**config.mk**
```make
export PLATFORM = sky130hd
export DESIGN_NAME = video_timing_gen
export DESIGN_NICKNAME = d
export VERILOG_FILES = /design/src/rtl/video_timing_gen.sv
export SDC_FILE = /design/constraint.sdc
export NUM_CORES = 1
export LEC_CHECK = 0
export CAP_MARGIN = 40
export CORE_MARGIN = 2
export CORE_UTILIZATION = 51
export DETAILED_ROUTE_END_ITERATION = 8
export HOLD_SLACK_MARGIN = 0.1
export PLACE_DENSITY = 0.76
export SKIP_LAST_GASP = 1
export SLEW_MARGIN = 40
export SYNTH_ARGS = -nofsm -noshare
export SYNTH_HDL_FRONTEND = slang
export SYNTH_SLANG_ARGS = --single-unit
export TNS_END_PERCENT = 50
```
**constraint.sdc**
```tcl
create_clock -name rfr_clk -period 3.9 [get_ports rfr_clk]
set_clock_uncertainty 0.05 [all_clocks]
set_input_delay 0.39 -clock rfr_clk [delete_from_list [all_inputs] [get_ports rfr_clk]]
set_output_delay 0.39 -clock rfr_clk [all_outputs]
set_load 0.02 [all_outputs]
```
**src/rtl/video_timing_gen.sv**
```systemverilog
// Raster timing generator with programmable porches/syncs and an enable handshake that always finishes the frame.
// Build with SYNC_DELAY_EN to delay sync, video_on and strobes by SYNC_DLY register stages.
module video_timing_gen #(
  parameter int H_ACTIVE = 640,
  parameter int H_FP     = 16,
  parameter int H_SYNC   = 96,
  parameter int H_BP     = 48,
  parameter int V_ACTIVE = 480,
  parameter int V_FP     = 10,
  parameter int V_SYNC   = 2,
  parameter int V_BP     = 33,
  parameter bit H_POL    = 1'b0,
  parameter bit V_POL    = 1'b0,
  parameter int SYNC_DLY = 2
) (
  input  logic        rfr_clk,
  input  logic        reset,
  input  logic        en,
  output logic [11:0] pixel_cnt,
  output logic [11:0] line_cnt,
  output logic        video_on,
  output logic        h_sync,
  output logic        v_sync,
  output logic        line_start,
  output logic        frame_start,
  output logic        busy
);

  localparam int H_TOTAL = H_ACTIVE + H_FP + H_SYNC + H_BP;
  localparam int V_TOTAL = V_ACTIVE + V_FP + V_SYNC + V_BP;

  generate
    if (H_TOTAL > 4096 || V_TOTAL > 4096 ||
        H_ACTIVE == 0 || H_FP == 0 || H_SYNC == 0 || H_BP == 0 ||
        V_ACTIVE == 0 || V_FP == 0 || V_SYNC == 0 || V_BP == 0) begin : g_bad_cfg
      $error("video_timing_gen: invalid timing parameters");
    end
  endgenerate

  localparam logic [11:0] H_LAST = 12'(H_TOTAL - 1);
  localparam logic [11:0] V_LAST = 12'(V_TOTAL - 1);
  localparam logic [11:0] H_VIS  = 12'(H_ACTIVE);
  localparam logic [11:0] V_VIS  = 12'(V_ACTIVE);
  localparam logic [11:0] HS_BEG = 12'(H_ACTIVE + H_FP);
  localparam logic [11:0] HS_END = 12'(H_ACTIVE + H_FP + H_SYNC);
  localparam logic [11:0] VS_BEG = 12'(V_ACTIVE + V_FP);
  localparam logic [11:0] VS_END = 12'(V_ACTIVE + V_FP + V_SYNC);

  typedef enum logic [1:0] {IDLE, RUN, STOPPING} state_t;

  state_t      state, state_nxt;
  logic [11:0] pix_nxt, line_nxt;
  logic        pix_wrap, frame_wrap, run_nxt;
  logic        von_nxt, hs_nxt, vs_nxt, ls_nxt, fs_nxt;
  logic        von_q, hs_q, vs_q, ls_q, fs_q;

  assign pix_wrap   = (pixel_cnt == H_LAST);
  assign frame_wrap = pix_wrap && (line_cnt == V_LAST);

  always_comb begin
    state_nxt = state;
    pix_nxt   = 12'd0;
    line_nxt  = 12'd0;
    if (state != IDLE) begin
      if (!pix_wrap) begin
        pix_nxt  = pixel_cnt + 12'd1;
        line_nxt = line_cnt;
      end else if (!frame_wrap) begin
        line_nxt = line_cnt + 12'd1;
      end
    end
    case (state)
      IDLE:     if (en) state_nxt = RUN;
      RUN:      if (!en) state_nxt = STOPPING;
      STOPPING: begin
        if (en)              state_nxt = RUN;
        else if (frame_wrap) state_nxt = IDLE;
      end
      default:  state_nxt = IDLE;
    endcase
    // Decode from next-state counters so the registered outputs line up with pixel_cnt/line_cnt.
    run_nxt = (state_nxt != IDLE);
    von_nxt = run_nxt && (pix_nxt < H_VIS) && (line_nxt < V_VIS);
    hs_nxt  = (run_nxt && pix_nxt >= HS_BEG && pix_nxt < HS_END) ? H_POL : ~H_POL;
    vs_nxt  = (run_nxt && line_nxt >= VS_BEG && line_nxt < VS_END) ? V_POL : ~V_POL;
    ls_nxt  = run_nxt && (pix_nxt == 12'd0);
    fs_nxt  = ls_nxt && (line_nxt == 12'd0);
  end

  always_ff @(posedge rfr_clk or posedge reset) begin
    if (reset) begin
      state     <= IDLE;
      pixel_cnt <= 12'd0;
      line_cnt  <= 12'd0;
      busy      <= 1'b0;
      von_q     <= 1'b0;
      hs_q      <= ~H_POL;
      vs_q      <= ~V_POL;
      ls_q      <= 1'b0;
      fs_q      <= 1'b0;
    end else begin
      state     <= state_nxt;
      pixel_cnt <= pix_nxt;
      line_cnt  <= line_nxt;
      busy      <= run_nxt;
      von_q     <= von_nxt;
      hs_q      <= hs_nxt;
      vs_q      <= vs_nxt;
      ls_q      <= ls_nxt;
      fs_q      <= fs_nxt;
    end
  end

`ifdef SYNC_DELAY_EN
  generate
    if (SYNC_DLY == 0) begin : g_bad_dly
      $error("video_timing_gen: SYNC_DLY must be nonzero");
    end
  endgenerate

  localparam logic [4:0] DLY_RST = {~H_POL, ~V_POL, 3'b000};
  logic [4:0] dly_pipe [SYNC_DLY];

  always_ff @(posedge rfr_clk or posedge reset) begin
    if (reset) begin
      for (int i = 0; i < SYNC_DLY; i++) dly_pipe[i] <= DLY_RST;
    end else begin
      dly_pipe[0] <= {hs_q, vs_q, von_q, ls_q, fs_q};
      for (int i = 1; i < SYNC_DLY; i++) dly_pipe[i] <= dly_pipe[i-1];
    end
  end

  assign {h_sync, v_sync, video_on, line_start, frame_start} = dly_pipe[SYNC_DLY-1];
`else
  assign h_sync      = hs_q;
  assign v_sync      = vs_q;
  assign video_on    = von_q;
  assign line_start  = ls_q;
  assign frame_start = fs_q;
`endif

endmodule

```
; Word-level counts from Yosys, hierarchy flattened
; Index checks and enable logic that the tools add are counted.
[totals]
output_inout_bits = 30
inputBits = 3
register_bits = 32
wordCells = 47
[op_classes]
add_sub_neg = 2
reduce_logical = 14
mux = 12
n_eq_ne = 4
order_cmp = 6
[ops]
columns = operator, count
row1 = 12-bit two-way mux, 5
row2 = "12-bit by 1-bit adder with 12-bit output, second input constant", 2
row3 = "12-bit by 10-bit == test with 1-bit output, second input constant", 2
row4 = 12-bit logical NOT, 2
row5 = "12-bit by 10-bit less-than comparator with 1-bit output, second input constant", 2
row6 = "12-bit by 9-bit less-than comparator with 1-bit output, second input constant", 2
row7 = "12-bit by 10-bit greater-or-equal comparator with 1-bit output, second input constant", 1
row8 = "12-bit by 9-bit greater-or-equal comparator with 1-bit output, second input constant", 1
row9 = 1-bit logical AND, 9
row10 = 2-bit two-way mux, 4
row11 = 2-bit one-hot mux with 3 select lines, 1
row12 = 2-bit nonzero test, 2
row13 = "2-bit by 1-bit == test with 1-bit output, second input constant", 1
row14 = "2-bit == test, second input constant", 1
row15 = 2-bit logical NOT, 1
row16 = 1-bit two-way mux, 2

; Depth between registers and ports, before layout
[logic_depth]
depth_word = 9
depth_mapped = 10
ltp_nobuf = 8

; Worst setup path after synthesis
; OpenSTA, ideal clock, no wires.
[synth_path]
path_kind = flip-flop to flip-flop
start = reg pixel_cnt[6]
end = reg vs_q, in the netlist v_sync
n_path_buf = 2
period_less_slack_ns = 2.559
arrival_ns = 2.415
setup_ns = 0.094
slack_ns = 1.341
path_stages_with_launch = 9
required_time_ns = 3.756
path_cell_list = dfrtp_1 -> buf_6 -> or4b_4 -> or4_4 -> buf_6 -> nor3_4 -> xnor2_1 -> nor4b_4 -> nand4_1
[synth_via]
elab_chain_len = 9
elab_cells_between_ends = 14
classes_between = 2 x order compare / 1 x eq/ne / 7 x mux / 4 x reduce/logical
[synth_lines]
columns = item, line
row1 = start: declaration, 19  ; output logic [11:0] pixel_cnt,
row2 = start signal: assignment, 103  ; pixel_cnt <= pix_nxt;
row3 = 12-bit by 10-bit == test with 1-bit output (*), 57  ; assign pix_wrap = (pixel_cnt == H_LAST);
row4 = 1-bit logical AND, 58  ; assign frame_wrap = pix_wrap && (line_cnt == V_LAST);
row5 = 12-bit two-way mux / 2-bit two-way mux (equally long branches), "68, 77"
row6 = 12-bit two-way mux / 2-bit two-way mux (equally long branches), "65, 76"
row7 = 12-bit two-way mux / 2-bit one-hot mux with 3 select lines (equally long branches), "64, 72"
row8 = 12-bit by 9-bit greater-or-equal comparator with 1-bit output / 2-bit nonzero test (equally long branches), "85, 82"
row9 = 1-bit logical AND, 85  ; vs_nxt = (run_nxt && line_nxt >= VS_BEG && line_nxt < VS_END) ? V_POL : ~V_POL;
row10 = 1-bit logical AND (*), 85
row11 = 1-bit two-way mux (*), 85
row12 = net vs_nxt, 54  ; logic von_nxt, hs_nxt, vs_nxt, ls_nxt, fs_nxt;
row13 = end signal: assignment, 98  ; vs_q <= ~V_POL;
row14 = end signal: assignment, 108  ; vs_q <= vs_nxt;
row15 = end: declaration, 55  ; logic von_q, hs_q, vs_q, ls_q, fs_q;
; The timed path passes the listed nets; every way through them passes the cells marked *.

; Worst setup path in the final report
[layout_path]
start = reg pixel_cnt[6]
end = reg fs_q, in the netlist frame_start
[layout_via]
elab_chain_len = 8
elab_cells_between_ends = 16
classes_between = 1 x add/sub / 1 x eq/ne / 8 x mux / 6 x reduce/logical
[layout_lines]
columns = item, line
row1 = branches (longest 7 deep; another with 12-bit by 1-bit adder with 12-bit output), -
row2 = 1-bit logical AND (*), 87  ; fs_nxt = ls_nxt && (line_nxt == 12'd0);
row3 = net fs_nxt, 54
row4 = end signal: assignment, 110  ; fs_q <= fs_nxt;
row5 = end: declaration, 55
; Mark *: on every way through the listed nets, which the timed path passes.

==> results.yml <==
worst_setup_path:
  r2r-start: "pixel_cnt[6]"
  startpoint: "pixel_cnt[6]"
  timing.critical_path.to_type: "flop"
  worst_ep_required_time_ns: 4.04
  critical_path_peak_fanout: 12
  timing.critical_path.arrival_ns: 2.88
  criticalPathCategory: "flop to flop"
  critPathLaunchType: "flop"
timing:
  worst_slew_pin_slew_ns: 0.520
  slew_violations: 0
  tcrit_tclk_final: 0.702
  final_hold_slack_ns: 0.430
  finalHoldViolations: 0
  period_minus_slack_ns: 2.74
  relSlewSlack: 0.645
  rsz_0062_raised_after_global_routing: "no"
  max_freq_mhz: 365
  setup_violations: 0
  fin_tns_setup_ns: 0
cells_and_area:
  insertedDiodeCount: 0
  number_of_standard_cells_in_the_final_layout_excluding_fillers: 300
  fillCellCount: 339
  synthesis_to_finish_area_growth_pct: 17.4
  layout.area.seq_um2: 803
  num-nets-final: 255
  drive_gt1_frac: 0.112
  multi_input_comb_area_mm2: 0.00112
place:
  portBuffers: 32
  dp_cells: 292
  routabilityCongestion: 0.903
  detailedPlacementHpwl_um: 3450
power:
  sw_frac: 0.271
  vdd_drop_max_uv: 154
  pwr-share-comb: 0.153
  cell_internal_pwr_w: 0.000540
  pwr_density_cell_mw_per_mm2: 303
  share_of_total_power_in_the_clock_network: 0.353
  power_frac_seq: 0.493
  power.net_switching_w: 0.000200
  total_leakage_power_nw: 0.991
floorplan:
  coreArea_mm2: 0.00397
  die_width_um: 67.8
  die_h_um: 67.8
  ports: 33
  initial_utilization: 0.523
  rows: 23
  design.die.area_mm2: 0.00460
synthesis:
  netlist_area_mm2: 0.00208
  netlist.area_leader.share: 0.361
  gate_count_post_synth: 224
  list_of_most_frequent_post_synthesis_cells: "dfrtp_1, nor2_1, xnor2_1"
  asyncSetResetFlopFracSynth: 1.00
  yosysWarnings: 0
  synth_area_leader_cell: "dfrtp_1"
  mappedNetlistNets: 230
  ys_top_cells_by_area: "dfrtp_1, xnor2_1, nor2_1"
  synth_enable_flop_cells: 0
  ys_ff_latch: 32
  yosysSeqAreaShare: 0.387
  synth_flop_cell: "dfrtp_1"
  syn-mean-instance-area_um2: 9.28
  synth_cell_type_count: 55
cts:
  cts_tree: "built"
  clockRootBuffer: "clkbuf_8"
  post_cts_setup_buffers: 0
  clk_transition_reported_paths_ns: 0.07
  clock_buffer_depth: 2
  clk_latency_ns: 0.28
  cts_repair_resize_count: 0
  numClockSinks: 32
  cts_h_tree_lvls: 2
  postCtsHoldBufs: 0
  cts-buffers-inserted: 5
outcome:
  outcome: "complete, no violations"
run:
  drv_cap: 0
global_route:
  vias_in_the_first_global_route: 1641
  global_route_overflow: 0
  grt_use_total: 0.234
  grt_pass1_wl_um: 7950
  grt_start_max_net_pins: 33
  antenna_found_initial: 0
route:
  drc: 0
  antenna_left: 0
  wirelength_um: 4670
  drt-pass1-iter-count: 5
  route.detailed.wl_per_inst_um: 15.6
  routed_via_density: 6.00
  detailroute.via_count: 1799
  first_iter_violations: 143
worst_hold_path:
  hold_path.class: "primary input to asynchronous set/reset pin"
[layout make-up]
type                       instances  share of cell area
inverter                          10              0.0154
tap                               50              0.0256
clock inverter                     2             0.00410
sequential                        32               0.329
clock buffer                       6              0.0338
multi-input combinational        167               0.457
timing repair buffer              33               0.134
[power by group through the flow]
stage               combinational, W  clock (W)  sequential, W
CTS                         0.000115   0.000271       0.000364
finish                      0.000114   0.000262       0.000365
floorplan                  0.0000627          0       0.000383
global route                0.000127   0.000285       0.000367
global placement            0.000115          0       0.000370
detailed placement          0.000114          0       0.000371
[per-stage QoR]
stage | power (W) | worst slack, ns | area, µm² | utilization
2_1_floorplan | 0.000445 | 1.34 | 2080 | -
3_3_place_gp | 0.000485 | 1.23 | 2350 | 0.591
3_5_place_dp | 0.000485 | 1.19 | 2350 | 0.591
4_1_cts | 0.000751 | 1.16 | 2440 | 0.614
5_1_grt | 0.000778 | 0.831 | 2440 | 0.614
6_report | 0.000740 | 1.16 | 2440 | 0.614
[worst max-delay path, cell delays in order (launching register included)]
cell and delay (ns):
dfrtp_1 0.48, nor4b_1 0.51, nand3_1 0.44, or4_1 0.65, a22oi_1 0.25, nor2_1 0.06, a211oi_1 0.22
[worst paths after layout]
kind	endpoint	slack, ns	cells past startpoint
setup / recovery	frame_start	1.16	6
hold / removal	line_cnt[1]	0.43	3
setup reg to reg	frame_start	1.16	6
hold reg to reg	pixel_cnt[0]	0.50	1
max in group asynchronous	v_sync	3.03	3
min in group rfr_clk	pixel_cnt[0]	0.50	1
[layer usage]
layer,global-route usage,vias to the layer above,wire length [µm]
met4,0.105,0,106
li1,-,848,-
met3,0.0461,12,277
met1,0.295,859,1950
met2,0.390,80,2330
met5,0,-,0
[layout by cell type, fill, tap and decap left out, types with 8 or more instances in the layout]
master / n
clkdlybuf4s50_1: 32
nor2_1: 30
dfrtp_1: 30
xnor2_1: 15
nand2_1: 12
nand3_1: 11
inv_1: 10
nand4_1: 10
a21oi_1: 8
[sequential cells by signal, summed over array words and instances, names as in the netlist]
name and count:
line_cnt 12, pixel_cnt 12, state 2, busy 1, frame_start 1, h_sync 1, line_start 1, v_sync 1
video_on 1
[kinds of logic (layout without fill, tap and decap cells)]
| family | Yosys count | in the layout | synth area share |
|---|---|---|---|
| buffers and inverters | 25 | 51 | 0.0765 |
| xor gates and xnor gates | 22 | 22 | 0.0927 |
| muxes | 3 | 3 | 0.0151 |
| AOI/OAI and AO/OA | 31 | 31 | 0.0999 |
| and+or+nand+nor | 108 | 108 | 0.311 |
| DFF | 32 | 32 | 0.387 |
| adders and majority gates | 3 | 3 | 0.0181 |
(Power assumes the default switching activity.)
